[src/rtl/spi_pkg.sv]
// Shared constants and FSM state type for the SPI slave.
package spi_pkg;

   localparam int unsigned SPI_WORD_W     = 8;
   localparam int unsigned SPI_FIFO_DEPTH = 4;

   typedef enum logic [1:0] {
      StIdle,
      StShift,
      StHold
   } spi_state_e;

endpackage

[src/rtl/spi_rx_fifo.sv]
// Receive FIFO for the SPI slave; DEPTH must be a power of two, at least 2.
module spi_rx_fifo #(
   parameter int unsigned WIDTH = 8,
   parameter int unsigned DEPTH = 4
) (
   input  logic             sclk_o,
   input  logic             aresetn_i,
   input  logic             push_i,
   input  logic             pop_i,
   input  logic [WIDTH-1:0] wdata_i,
   output logic             full_o,
   output logic             empty_o,
   output logic [WIDTH-1:0] rdata_o
);

   localparam int unsigned PtrW = $clog2(DEPTH);

   logic [WIDTH-1:0] mem_q [DEPTH];
   logic [PtrW:0]    wr_ptr_q, wr_ptr_d;
   logic [PtrW:0]    rd_ptr_q, rd_ptr_d;
   logic             do_push, do_pop;

   // Extra pointer bit distinguishes full from empty when the indices match.
   assign empty_o = (wr_ptr_q == rd_ptr_q);
   assign full_o  = (wr_ptr_q[PtrW] != rd_ptr_q[PtrW]) &&
                    (wr_ptr_q[PtrW-1:0] == rd_ptr_q[PtrW-1:0]);
   assign rdata_o = mem_q[rd_ptr_q[PtrW-1:0]];

   always_comb begin
      do_pop   = pop_i && !empty_o;
      do_push  = push_i && (!full_o || do_pop);
      wr_ptr_d = wr_ptr_q;
      rd_ptr_d = rd_ptr_q;
      if (do_push) wr_ptr_d = wr_ptr_q + 1'b1;
      if (do_pop)  rd_ptr_d = rd_ptr_q + 1'b1;
   end

   always_ff @(posedge sclk_o or negedge aresetn_i) begin
      if (!aresetn_i) begin
         wr_ptr_q <= '0;
         rd_ptr_q <= '0;
         for (int i = 0; i < DEPTH; i++) mem_q[i] <= '0;
      end else begin
         wr_ptr_q <= wr_ptr_d;
         rd_ptr_q <= rd_ptr_d;
         if (do_push) mem_q[wr_ptr_q[PtrW-1:0]] <= wdata_i;
      end
   end

endmodule

[src/rtl/spi_slave.sv]
// SPI slave (mode 0 style: sample on posedge, drive on negedge), one word per cs_i assertion.
// Define SPI_SLAVE_RX_FIFO_EN for a FIFO_DEPTH-entry RX FIFO instead of a single register.
module spi_slave import spi_pkg::*; #(
   parameter int unsigned WORD_W     = SPI_WORD_W,
   parameter int unsigned FIFO_DEPTH = SPI_FIFO_DEPTH
) (
   input  logic              sclk_o,
   input  logic              aresetn_i,
   input  logic              cs_i,
   input  logic              mosi_i,
   output logic              miso_o,
   input  logic [WORD_W-1:0] tx_data_i,
   input  logic              tx_load_i,
   output logic              tx_busy_o,
   output logic [WORD_W-1:0] rx_data_o,
   output logic              rx_valid_o,
   input  logic              rx_ready_i,
   output logic              rx_overrun_o,
   input  logic              ovr_clr_i
);

   localparam int unsigned CntW = (WORD_W > 1) ? $clog2(WORD_W) : 1;

   spi_state_e        state_q, state_d;
   logic [CntW-1:0]   bit_cnt_q, bit_cnt_d;
   logic [WORD_W-2:0] rx_shift_q, rx_shift_d;
   logic [WORD_W-1:0] tx_shift_q, tx_shift_d;
   logic              armed_q, armed_d;
   logic              ovr_q, ovr_d;
   logic [WORD_W-1:0] rx_word;
   logic              sample, last_bit, push, pop, full, drop;

   // A frame may only begin once cs_i has been seen high since reset.
   assign sample   = !cs_i && ((state_q == StIdle && armed_q) || state_q == StShift);
   assign last_bit = sample && (bit_cnt_q == CntW'(WORD_W - 1));
   assign rx_word  = {rx_shift_q, mosi_i};
   assign push     = last_bit;
   assign pop      = rx_valid_o && rx_ready_i;
   assign drop     = push && full && !pop;

   always_comb begin
      state_d    = state_q;
      bit_cnt_d  = bit_cnt_q;
      rx_shift_d = rx_shift_q;
      tx_shift_d = tx_shift_q;
      armed_d    = armed_q | cs_i;
      if (cs_i) begin
         state_d    = StIdle;
         bit_cnt_d  = '0;
         rx_shift_d = '0;
      end else if (sample) begin
         state_d    = last_bit ? StHold : StShift;
         bit_cnt_d  = last_bit ? '0 : bit_cnt_q + 1'b1;
         rx_shift_d = rx_word[WORD_W-2:0];
      end
      if (state_q == StIdle && tx_load_i) tx_shift_d = tx_data_i;
      else if (sample)                    tx_shift_d = tx_shift_q << 1;
      // A new overrun takes priority over a clear in the same cycle.
      ovr_d = drop ? 1'b1 : (ovr_clr_i ? 1'b0 : ovr_q);
   end

   always_ff @(posedge sclk_o or negedge aresetn_i) begin
      if (!aresetn_i) begin
         state_q    <= StIdle;
         bit_cnt_q  <= '0;
         rx_shift_q <= '0;
         tx_shift_q <= '0;
         armed_q    <= 1'b0;
         ovr_q      <= 1'b0;
      end else begin
         state_q    <= state_d;
         bit_cnt_q  <= bit_cnt_d;
         rx_shift_q <= rx_shift_d;
         tx_shift_q <= tx_shift_d;
         armed_q    <= armed_d;
         ovr_q      <= ovr_d;
      end
   end

   always_ff @(negedge sclk_o or negedge aresetn_i) begin
      if (!aresetn_i) miso_o <= 1'b0;
      else            miso_o <= cs_i ? 1'b0 : tx_shift_q[WORD_W-1];
   end

   assign tx_busy_o    = (state_q != StIdle);
   assign rx_overrun_o = ovr_q;

`ifdef SPI_SLAVE_RX_FIFO_EN
   logic fifo_empty;

   spi_rx_fifo #(
      .WIDTH (WORD_W),
      .DEPTH (FIFO_DEPTH)
   ) u_rx_fifo (
      .sclk_o    (sclk_o),
      .aresetn_i (aresetn_i),
      .push_i    (push),
      .pop_i     (pop),
      .wdata_i   (rx_word),
      .full_o    (full),
      .empty_o   (fifo_empty),
      .rdata_o   (rx_data_o)
   );

   assign rx_valid_o = !fifo_empty;
`else
   logic [WORD_W-1:0] rx_data_q, rx_data_d;
   logic              rx_valid_q, rx_valid_d;
   logic              unused_depth;

   assign unused_depth = (FIFO_DEPTH != 0);
   assign full         = rx_valid_q;

   always_comb begin
      rx_data_d  = rx_data_q;
      rx_valid_d = rx_valid_q;
      if (pop) rx_valid_d = 1'b0;
      if (push && (!rx_valid_q || pop)) begin
         rx_data_d  = rx_word;
         rx_valid_d = 1'b1;
      end
   end

   always_ff @(posedge sclk_o or negedge aresetn_i) begin
      if (!aresetn_i) begin
         rx_data_q  <= '0;
         rx_valid_q <= 1'b0;
      end else begin
         rx_data_q  <= rx_data_d;
         rx_valid_q <= rx_valid_d;
      end
   end

   assign rx_data_o  = rx_data_q;
   assign rx_valid_o = rx_valid_q;
`endif

endmodule

[config.mk]
export PLATFORM = sky130hd
export DESIGN_NAME = spi_slave
export DESIGN_NICKNAME = d
export VERILOG_FILES = /design/src/rtl/spi_pkg.sv /design/src/rtl/spi_rx_fifo.sv /design/src/rtl/spi_slave.sv
export SDC_FILE = /design/constraint.sdc
export NUM_CORES = 1
export LEC_CHECK = 0
export ABC_AREA = 1
export CAP_MARGIN = 20
export CORE_MARGIN = 2
export CORE_UTILIZATION = 35
export DETAILED_ROUTE_END_ITERATION = 10
export SETUP_SLACK_MARGIN = 0.15
export SYNTH_ARGS = -nofsm -noshare
export SYNTH_HDL_FRONTEND = slang
export SYNTH_SLANG_ARGS = --single-unit
[constraint.sdc]
create_clock -name sclk_o -period 1.95 [get_ports sclk_o]
set_clock_uncertainty 0.2 [all_clocks]
set_input_delay 0.4875 -clock sclk_o [delete_from_list [all_inputs] [get_ports sclk_o]]
set_output_delay 0.4875 -clock sclk_o [all_outputs]
set_load 0.005 [all_outputs]
==> impl_metrics.tcl, run 1 <==
set metrics [dict create \
    status "complete, but fails checks" \
    violations "setup timing" \
    fp.dieW_um 67.14 \
    crit_end "miso_o" \
    io_pins 27 \
    rsz0062_at_grt "true" \
    cts_hold_buf 0 \
    hold_viol 0 \
    rrSetupSlack_ns 0.17 \
    yosysUniqueCellTypes 19 \
    num_rows 22 \
    path_delay_family "flip-flops" \
    maxSlewHeadroom 0.7501 \
    synth_fp_nets 177 \
    synth_compound_area_frac 0.04933 \
    drtIter0Drc 86 \
    yosys.area_share.adder 0.01794 \
    post_drt_wl_per_cell_um 11.26 \
    gp_congestion 0.8372 \
    power.total_w 0.001414 \
    core-area_um2 3744 \
    syn_area_um2 1395 \
    critPathLaunchType "flip-flop" \
    antenna_found_initial 0 \
    synthMuxAreaShare 0 \
    setup_viol 1 \
    worstSetupPathType "flip-flop to output pin" \
    crit_path_top_delay_cell "dfrtn_1" \
    track_usage 0.1470 \
    antenna_cells 0 \
    firstDrtPassIters 4 \
    cp_slowest_stage_delay_ns 0.38 \
    yosys_register_bits 32 \
    avgSynthCellArea_um2 8.719 \
    fin_cells 255 \
    syn_to_final_growth_pct 36.14 \
    layout_commonest_cell "nand2_1" \
    clock_tree.htree_level_count 2 \
    clock-root-buffer "clkbuf_8" \
    timing.rr.start "tx_shift_q[7]" \
    clock_sinks 32 \
    yosysWarnings 0 \
    clk_latency_ns 0.28 \
    yosys.area_share.simple 0.2960 \
    worstRegToRegCells 2 \
    drv_cap 0 \
    yosysSeqAreaShare 0.5740 \
    required_ns 1.26 \
    ant_nets 0 \
    io_buffers 26 \
    slew_viol_final 0 \
    fin_nets 223 \
    cp-end-kind "output pin" \
    crit_path_max_fanout 1 \
    critPathLaunch "miso_o" \
    grt_pass1_wl_mm 4.905 \
    r2r-end "miso_o" \
    die_h_um 67.14 \
    path_depth 1 \
    clockBufferDepth 2 \
    drive_gt1_frac 0.1643 \
    final_cell_mix "nand2_1, dfrtp_1, nand3_1" \
    first_global_vias 1180 \
    grt_use_met3 0.03667 \
    cts_buffers 5 \
    crit_arrival_ns 1.74 \
    gr-total-overflow 0 \
    met2_usage 0.2463 \
    busiest_layer "met2" \
    vias 1167 \
    use_met1 0.1720 \
    synth_top_family_by_area "simple AND/OR/NAND/NOR gates" \
    power_leakage_nw 1.055 \
    dp_hpwl_mm 2.121 \
    synth_xor_xnor_area_share 0 \
    drc 0 \
    worst_pin_slew_ns 0.3748 \
    crit_chain "buf_2" \
    ir_drop_mv 0.3582 \
    grt_max_degree 32 \
    dp.cells 242 \
    synthCells 160 \
    die_area_um2 4507 \
    cts_tree "built" \
    initial_core_util 0.3727 \
    crit_buf_inv 1 \
    drt-total-wl_mm 2.872 \
    avgViaCountPerCell 4.576 \
    hp-class "flip-flop to flip-flop" \
    clkTransAtPathRegs_ns 0.06 \
    setup_slack_ns -0.4732 \
    powerDensity_nw_per_um2 744.3 \
]
## cell usage after synthesis
cell type / n / area share
o21ai_0: 4 / 0.014
nor2_2: 1 / 0.0045
clkbuf_1: 1 / 0.0027
nor2_8: 1 / 0.014
nor2_4: 1 / 0.0081
nand3_1: 22 / 0.079
inv_1: 16 / 0.043
nand2_2: 2 / 0.0090
nand2_1: 61 / 0.16
nor2_1: 3 / 0.0081
inv_2: 3 / 0.0081
buf_4: 1 / 0.0054
o21ai_1: 1 / 0.0036
dfrtp_1: 31 / 0.56
ha_1: 2 / 0.018
buf_2: 1 / 0.0036
dfrtn_1: 1 / 0.018
o22ai_1: 7 / 0.031
nand4_2: 1 / 0.0090
## stage by stage
stage	TNS, ns	util	instance area [um2]	hold WS, ns	worst slack, ns
after detailed placement	-3.113	0.4779	1789	0.2618	-0.5712
after global routing	-0.5136	0.5074	1899	0.3160	-0.5136
after floorplan	-0.09140	-	1403	-0.008091	-0.09140
final	-0.4732	0.5074	1899	0.2742	-0.4732
after global placement	-2.778	0.4779	1789	0.2566	-0.5741
after CTS	-0.4875	0.5074	1899	0.2771	-0.4875
## timing repair
action | 4_1_cts | 5_1_grt
buffers inserted | 5 | 0
cloned | 0 | 0
resized for setup | 19 | 0
pin swaps | 1 | 1
endpoints found under the setup margin | 14 | 3
## cells by family (layout without fill, tap and decap cells)
family,count (synthesis),in the layout
AOI/OAI and AO/OA,12,12
DFF,32,32
adders and majority gates,2,2
and+or+nand+nor,92,92
buffers and inverters,22,69
## flip-flops by register name, indices dropped and copies added, names as in the netlist
signal        cells
rx_data_o         8
tx_shift_q        8
rx_shift_q        7
bit_cnt_q         3
state_q           2
armed_q           1
miso_o            1
rx_overrun_o      1
rx_valid_o        1
## metal layers
| metal | wire length, um | part of all wire | up-vias |
|---|---|---|---|
| met2 | 1432 | 0.50 | 19 |
| met5 | 0 | 0 | - |
| met1 | 1269 | 0.44 | 541 |
| met4 | 57 | 0.020 | 0 |
| met3 | 112 | 0.039 | 6 |
| li1 | - | - | 601 |
## where the power goes
part / leakage (nW) / switching [W] / internal (W)
Combinational: 0.584 / 0.0000900 / 0.0000838
Clock: 0.0455 / 0.000224 / 0.000287
Sequential: 0.426 / 0.0000220 / 0.000706
## worst min-delay path by stage
stage / start / to / slack [ns] / cells after the start
5_1_grt: armed_q / armed_q / 0.32 / 2
4_1_cts: tx_shift_q[6] / tx_shift_q[6] / 0.28 / 2
3_5_place_dp: tx_shift_q[6] / tx_shift_q[6] / 0.26 / 2
3_3_place_gp: tx_shift_q[6] / tx_shift_q[6] / 0.26 / 2
2_1_floorplan: aresetn_i / armed_q / -0.008 / 0
6_report: tx_shift_q[6] / tx_shift_q[6] / 0.27 / 2
## layout make-up
type / count / area [um2]
clock buffer: 8 / 90.09
fill: 353 / 1844
inverter: 19 / 71.32
multi-input combinational: 106 / 514.2
sequential: 32 / 800.8
tap: 48 / 60.06
timing repair buffer: 42 / 362.8
Power figures use the tool's default switching activity.
==> run 2: changes to the inputs <==
--- a/config.mk
+++ b/config.mk
@@ -8,9 +8,9 @@
 export ABC_AREA = 1
 export CAP_MARGIN = 20
 export CORE_MARGIN = 2
-export CORE_UTILIZATION = 35
+export CORE_UTILIZATION = 40
+export CTS_CLUSTER_SIZE = 28
 export DETAILED_ROUTE_END_ITERATION = 10
-export SETUP_SLACK_MARGIN = 0.15
 export SYNTH_ARGS = -nofsm -noshare
 export SYNTH_HDL_FRONTEND = slang
 export SYNTH_SLANG_ARGS = --single-unit
==> run 2 against run 1 <==
The run still ends with setup timing left. Final cell count down 2.7%. Flip-flop and latch count unchanged. Count of clock-buffer cells in the layout down 1. Largest power group unchanged.
==> impl_metrics.tcl, run 2 (synthesis gave the netlist of run 1 again) <==
set metrics [dict create \
    path_depth 1 \
    layout_commonest_cell "nand2_1" \
    crit_chain "buf_2" \
    clk_latency_ns 0.33 \
    cts_tree "built" \
    drtIter0Drc 55 \
    clockBufferDepth 2 \
    dp_hpwl_mm 1.991 \
    ir_drop_mv 0.3339 \
    first_global_vias 1140 \
    worstSetupPathType "flip-flop to output pin" \
    setup_viol 1 \
    antenna_cells 0 \
    final_cell_mix "nand2_1, dfrtp_1, nand3_1, clkdlybuf4s50_1, inv_1" \
    critPathLaunchType "flip-flop" \
    drv_cap 0 \
    rrSetupSlack_ns 0.16 \
    syn_to_final_growth_pct 33.27 \
    worstRegToRegCells 2 \
    status "complete, but fails checks" \
    setup_slack_ns -0.5209 \
    rsz0062_at_grt "true" \
    crit_arrival_ns 1.78 \
    avgViaCountPerCell 4.706 \
    gp_congestion 0.7574 \
    powerDensity_nw_per_um2 709.7 \
    crit_path_top_delay_cell "dfrtn_1" \
    slew_viol_final 0 \
    grt_pass1_wl_mm 5.064 \
    finish.instance_area_um2 1859 \
    core-area_um2 3337 \
    gr-total-overflow 0 \
    cts_buffers 5 \
    die_h_um 63.06 \
    firstDrtPassIters 4 \
    fin_tns_setup_ns -0.5209 \
    clkTransAtPathRegs_ns 0.10 \
    path_delay_family "flip-flops" \
    io_pins 27 \
    post_drt_wl_per_cell_um 11.17 \
    io_buffers 26 \
    critPathLaunch "miso_o" \
    dpl_cell_area_um2 1784 \
    power_leakage_nw 1.003 \
    fin_nets 219 \
    vias 1167 \
    timing.rr.start "tx_shift_q[7]" \
    drc 0 \
    whs_ns 0.2822 \
    r2r-end "miso_o" \
    crit_end "miso_o" \
    crit_path_max_fanout 1 \
    die_area_um2 3976 \
    hold_viol 0 \
    drive_gt1_frac 0.1436 \
    clock_tree.htree_level_count 2 \
    num_rows 21 \
    ant_nets 0 \
    required_ns 1.26 \
    hp-class "flip-flop to flip-flop" \
    crit_buf_inv 1 \
    clock-root-buffer "clkbuf_4" \
    cts_hold_buf 0 \
    grt_max_degree 32 \
    drt-total-wl_mm 2.769 \
    antenna_found_initial 0 \
    cp-end-kind "output pin" \
    cp_slowest_stage_delay_ns 0.39 \
    worst_pin_slew_ns 0.3882 \
    maxSlewHeadroom 0.7412 \
    clock_sinks 32 \
    initial_core_util 0.4181 \
    fp.dieW_um 63.06 \
    track_usage 0.1643 \
    violations "setup timing" \
]
## run 2: changes by cell type in the layout (fill, tap and decap cells not counted), moves of 2 or more
| cell | previous run | this run |
|---|---|---|
| clkdlybuf4s15_1 | 2 | 0 |
| clkbuf_8 | 6 | 2 |
| clkdlybuf4s50_1 | 13 | 22 |
| dlygate4sd2_1 | 10 | 2 |
| clkbuf_1 | 2 | 0 |
| clkbuf_4 | 0 | 5 |
| buf_4 | 16 | 11 |
## run 2: power by group
group,switching [W],internal (W),total [W]
Sequential,0.0000220,0.000705,0.000727
Combinational,0.0000861,0.0000826,0.000169
Clock,0.000220,0.000204,0.000424
## run 2: timing repair
item                       CTS  global route
gates resized for setup      6             1
buffers inserted             2             0
setup endpoints to repair    3             2
hold endpoints to repair     0             0
## run 2: how the worst min path moves through the flow
stage | startpoint | endpoint | slack (ns) | cells after the start
4_1_cts | tx_shift_q[2] | tx_shift_q[2] | 0.29 | 2
3_5_place_dp | tx_shift_q[2] | tx_shift_q[2] | 0.26 | 2
5_1_grt | rx_data_o[7] | rx_data_o[7] | 0.31 | 2
3_3_place_gp | tx_shift_q[0] | tx_shift_q[0] | 0.26 | 2
6_report | tx_shift_q[3] | tx_shift_q[3] | 0.28 | 2
2_1_floorplan | aresetn_i | armed_q | -0.008 | 0
## run 2: through the flow
stage | utilization | total power, W | setup WS [ns] | cells
6_report | 0.5572 | 0.001320 | -0.5209 | 248
5_1_grt | 0.5572 | 0.001388 | -0.5713 | 248
4_1_cts | 0.5564 | 0.001334 | -0.5365 | 248
3_5_place_dp | 0.5347 | 0.0009132 | -0.5806 | 239
3_3_place_gp | 0.5347 | 0.0009068 | -0.5785 | 239
2_1_floorplan | - | 0.0008187 | -0.09140 | 160
## run 2: final cells by class
cell class / instances / area [um2]
fill: 348 / 1478
sequential: 32 / 800.8
multi-input combinational: 106 / 506.7
timing repair buffer: 38 / 357.8
inverter: 19 / 71.32
clock buffer: 7 / 65.06
tap: 46 / 57.56
## run 2: per-layer routing
layer | GRT usage | up-vias | wire (um)
li1 | - | 590 | -
met1 | 0.1967 | 541 | 1298
met4 | 0.05833 | 0 | 37
met3 | 0.05000 | 6 | 152
met5 | 0 | - | 0
met2 | 0.2793 | 30 | 1281
==> run 3: changes to the inputs <==
--- a/config.mk
+++ b/config.mk
@@ -5,7 +5,6 @@
 export SDC_FILE = /design/constraint.sdc
 export NUM_CORES = 1
 export LEC_CHECK = 0
-export ABC_AREA = 1
 export CAP_MARGIN = 20
 export CORE_MARGIN = 2
 export CORE_UTILIZATION = 40
==> constraint.sdc (replaced) <==
create_clock -name sclk_o -period 2.3 [get_ports sclk_o]
set_clock_uncertainty 0.2 [all_clocks]
set_input_delay 0.575 -clock sclk_o [delete_from_list [all_inputs] [get_ports sclk_o]]
set_output_delay 0.575 -clock sclk_o [all_outputs]
set_load 0.005 [all_outputs]
==> run 3 against run 2 <==
The run still ends with setup timing left. Utilization is 3.7 points lower. Sequential power is 15% lower. Synthesized cell count is 32% lower. Final cell count is 24% lower. Power is 22% lower. Die area is 2.0% lower.
==> impl_metrics.tcl, run 3 <==
set metrics [dict create \
    core-area_um2 3311 \
    drt-total-wl_mm 2.619 \
    cts_hold_buf 0 \
    crit_buf_inv 1 \
    synth_common_cells "dfrtp_1, a22o_1" \
    pwr-share-seq 0.598 \
    synth_area_leader_cell "dfrtp_1" \
    fin_tns_setup_ns -0.4221 \
    dpl_cell_area_um2 1665 \
    crit_path_max_fanout 1 \
    post-synth-top-count-cell "dfrtp_1" \
    synth_top_area_share 0.5683 \
    critPathLaunch "miso_o" \
    grt_max_degree 32 \
    ant_nets 0 \
    ir_drop_mv 0.3443 \
    clock-root-buffer "clkbuf_4" \
    yosys.area_share.adder 0.01833 \
    busiest_layer "met2" \
    comb_power_share 0.115 \
    io_buffers 26 \
    die_h_um 62.42 \
    cts_buffers 5 \
    drive_gt1_frac 0.1888 \
    path_depth 1 \
    synth_xor_xnor_area_share 0 \
    yosysSeqAreaShare 0.5866 \
    gp_congestion 0.7150 \
    avgViaCountPerCell 5.286 \
    post_drt_wl_per_cell_um 13.86 \
    drc 0 \
    dp.cells 179 \
    hold_start "bit_cnt_q[1]" \
    hp-class "flip-flop to flip-flop" \
    initial_core_util 0.4123 \
    first_global_vias 1002 \
    clock_sinks 32 \
    synth_top_family_by_area "compound AO/OA/AOI/OAI gates" \
    status "complete, but fails checks" \
    power_leakage_nw 0.7740 \
    synth_compound_area_frac 0.1577 \
    dp_hpwl_mm 1.734 \
    cp_slowest_stage_delay_ns 0.38 \
    clockBufferDepth 2 \
    critPathLaunchType "flip-flop" \
    rsz0062_at_grt "true" \
    grt_use_met3 0.05225 \
    fillCellCount 317 \
    required_ns 1.52 \
    synth-edff-count 0 \
    synth_flop_cell "dfrtp_1" \
    die_area_um2 3896 \
    final_cell_mix "dfrtp_1, clkdlybuf4s50_1, a22o_1" \
    synthCells 109 \
    gr-total-overflow 0 \
    worstSetupPathType "flip-flop to output pin" \
    fin_cells 189 \
    avgSynthCellArea_um2 12.52 \
    fp.dieW_um 62.42 \
    crit_path_top_delay_cell "dfrtn_1" \
    netSwitchingPower_w 0.0002433 \
    drv_cap 0 \
    slew_viol_final 0 \
    finish.instance_area_um2 1723 \
    violations "setup timing" \
    drtIter0Drc 39 \
    p_int_w 0.0007852 \
    antenna_cells 0 \
    num_rows 21 \
    yosys.area_share.simple 0.09533 \
    io_pins 27 \
    grt_pass1_wl_mm 4.567 \
    async_flop_share 1.000 \
    synth_fp_nets 126 \
    layout_commonest_cell "dfrtp_1" \
    clockPowerShare 0.286 \
    track_usage 0.1516 \
    syn_to_final_growth_pct 26.21 \
    maxSlewHeadroom 0.6392 \
    firstDrtPassIters 4 \
    setup_viol 1 \
    yosysWarnings 0 \
    timing.rr.start "tx_shift_q[7]" \
    crit_arrival_ns 1.95 \
    worst_pin_slew_ns 0.5393 \
    use_met1 0.1914 \
    setup_slack_ns -0.4221 \
    cp-end-kind "output pin" \
    hold_viol 0 \
    synthMuxAreaShare 0.09624 \
    yosysUniqueCellTypes 31 \
    clkTransAtPathRegs_ns 0.09 \
    fin_nets 159 \
    antenna_found_initial 0 \
    path_delay_family "flip-flops" \
    p_sw_frac 0.2366 \
    worstHoldPathCells 1 \
    clock_tree.htree_level_count 2 \
    crit_chain "buf_2" \
    vias 999 \
    syn_area_um2 1365 \
    clk_latency_ns 0.33 \
    cts_tree "built" \
    met2_usage 0.2285 \
    synth_area_leaders "dfrtp_1, mux2_4, a22o_1" \
    powerDensity_nw_per_um2 597.0 \
    worstRegToRegCells 1 \
    yosys_register_bits 32 \
]
==> run 3: cell types whose count changed after synthesis, moves of 7 or more <==
| cell | delta |
|---|---|
| a22o_1 | +9 |
| a31oi_1 | +7 |
| inv_1 | -13 |
| mux2_4 | +8 |
| nand2_1 | -60 |
| nand3_1 | -14 |
==> run 3: power groups by stage <==
stage,combinational [W],sequential [W],clock (W)
floorplan,0.0000646,0.000623,0
global placement,0.000118,0.000625,0
detailed placement,0.000121,0.000626,0
CTS,0.000119,0.000615,0.000308
global route,0.000132,0.000620,0.000343
finish,0.000118,0.000615,0.000295
==> run 3: cells by family (layout without fill, tap and decap cells) <==
kind of cell | count (synthesis) | after routing
flip-flops | 32 | 32
AO/OA/AOI/OAI | 31 | 31
AND/OR/NAND/NOR | 25 | 25
buffers and inverters | 10 | 44
multiplexers | 9 | 9
adder cells (fa/ha/maj) | 2 | 2
==> run 3: worst paths after layout <==
| check | end | slack, ns |
|---|---|---|
| worst max-delay path | miso_o | -0.42 |
| max in group asynchronous | miso_o | 0.51 |
| worst max register to register | miso_o | 0.30 |
| worst min-delay path | bit_cnt_q[1] | 0.31 |
| min in group asynchronous | bit_cnt_q[2] | 0.49 |
| worst min register to register | bit_cnt_q[1] | 0.31 |
==> run 3: per-layer routing <==
layer,up-vias,routed length [um]
li1,464,-
met5,-,0
met3,8,122
met1,507,1229
met4,0,61
met2,20,1206
==> run 3: stage by stage <==
stage / worst slack, ns / util / hold WS, ns / power (W)
after CTS: -0.4348 / 0.5159 / 0.3116 / 0.001043
after global placement: -0.4826 / 0.5030 / 0.2870 / 0.0007434
after global routing: -0.4743 / 0.5204 / 0.3424 / 0.001094
final: -0.4221 / 0.5204 / 0.3093 / 0.001029
after detailed placement: -0.4812 / 0.5030 / 0.2863 / 0.0007468
after floorplan: -0.03788 / - / 0.07941 / 0.0006873
==> run 3: repair_timing <==
| item | 4_1_cts | 5_1_grt |
|---|---|---|
| cloned | 0 | 0 |
| endpoints found under the setup margin | 2 | 2 |
| buffers inserted | 0 | 2 |
| gates resized for setup | 5 | 0 |
==> run 3: area by class of cell <==
cell class	count	area, um2	share of cell area
Sequential cell	32	800.8	0.4648
Multi-Input combinational cell	67	501.7	0.2912
Timing Repair Buffer	32	299.0	0.1736
Tap cell	46	57.56	0.03341
Clock buffer	8	48.80	0.02832
Inverter	4	15.01	0.008715
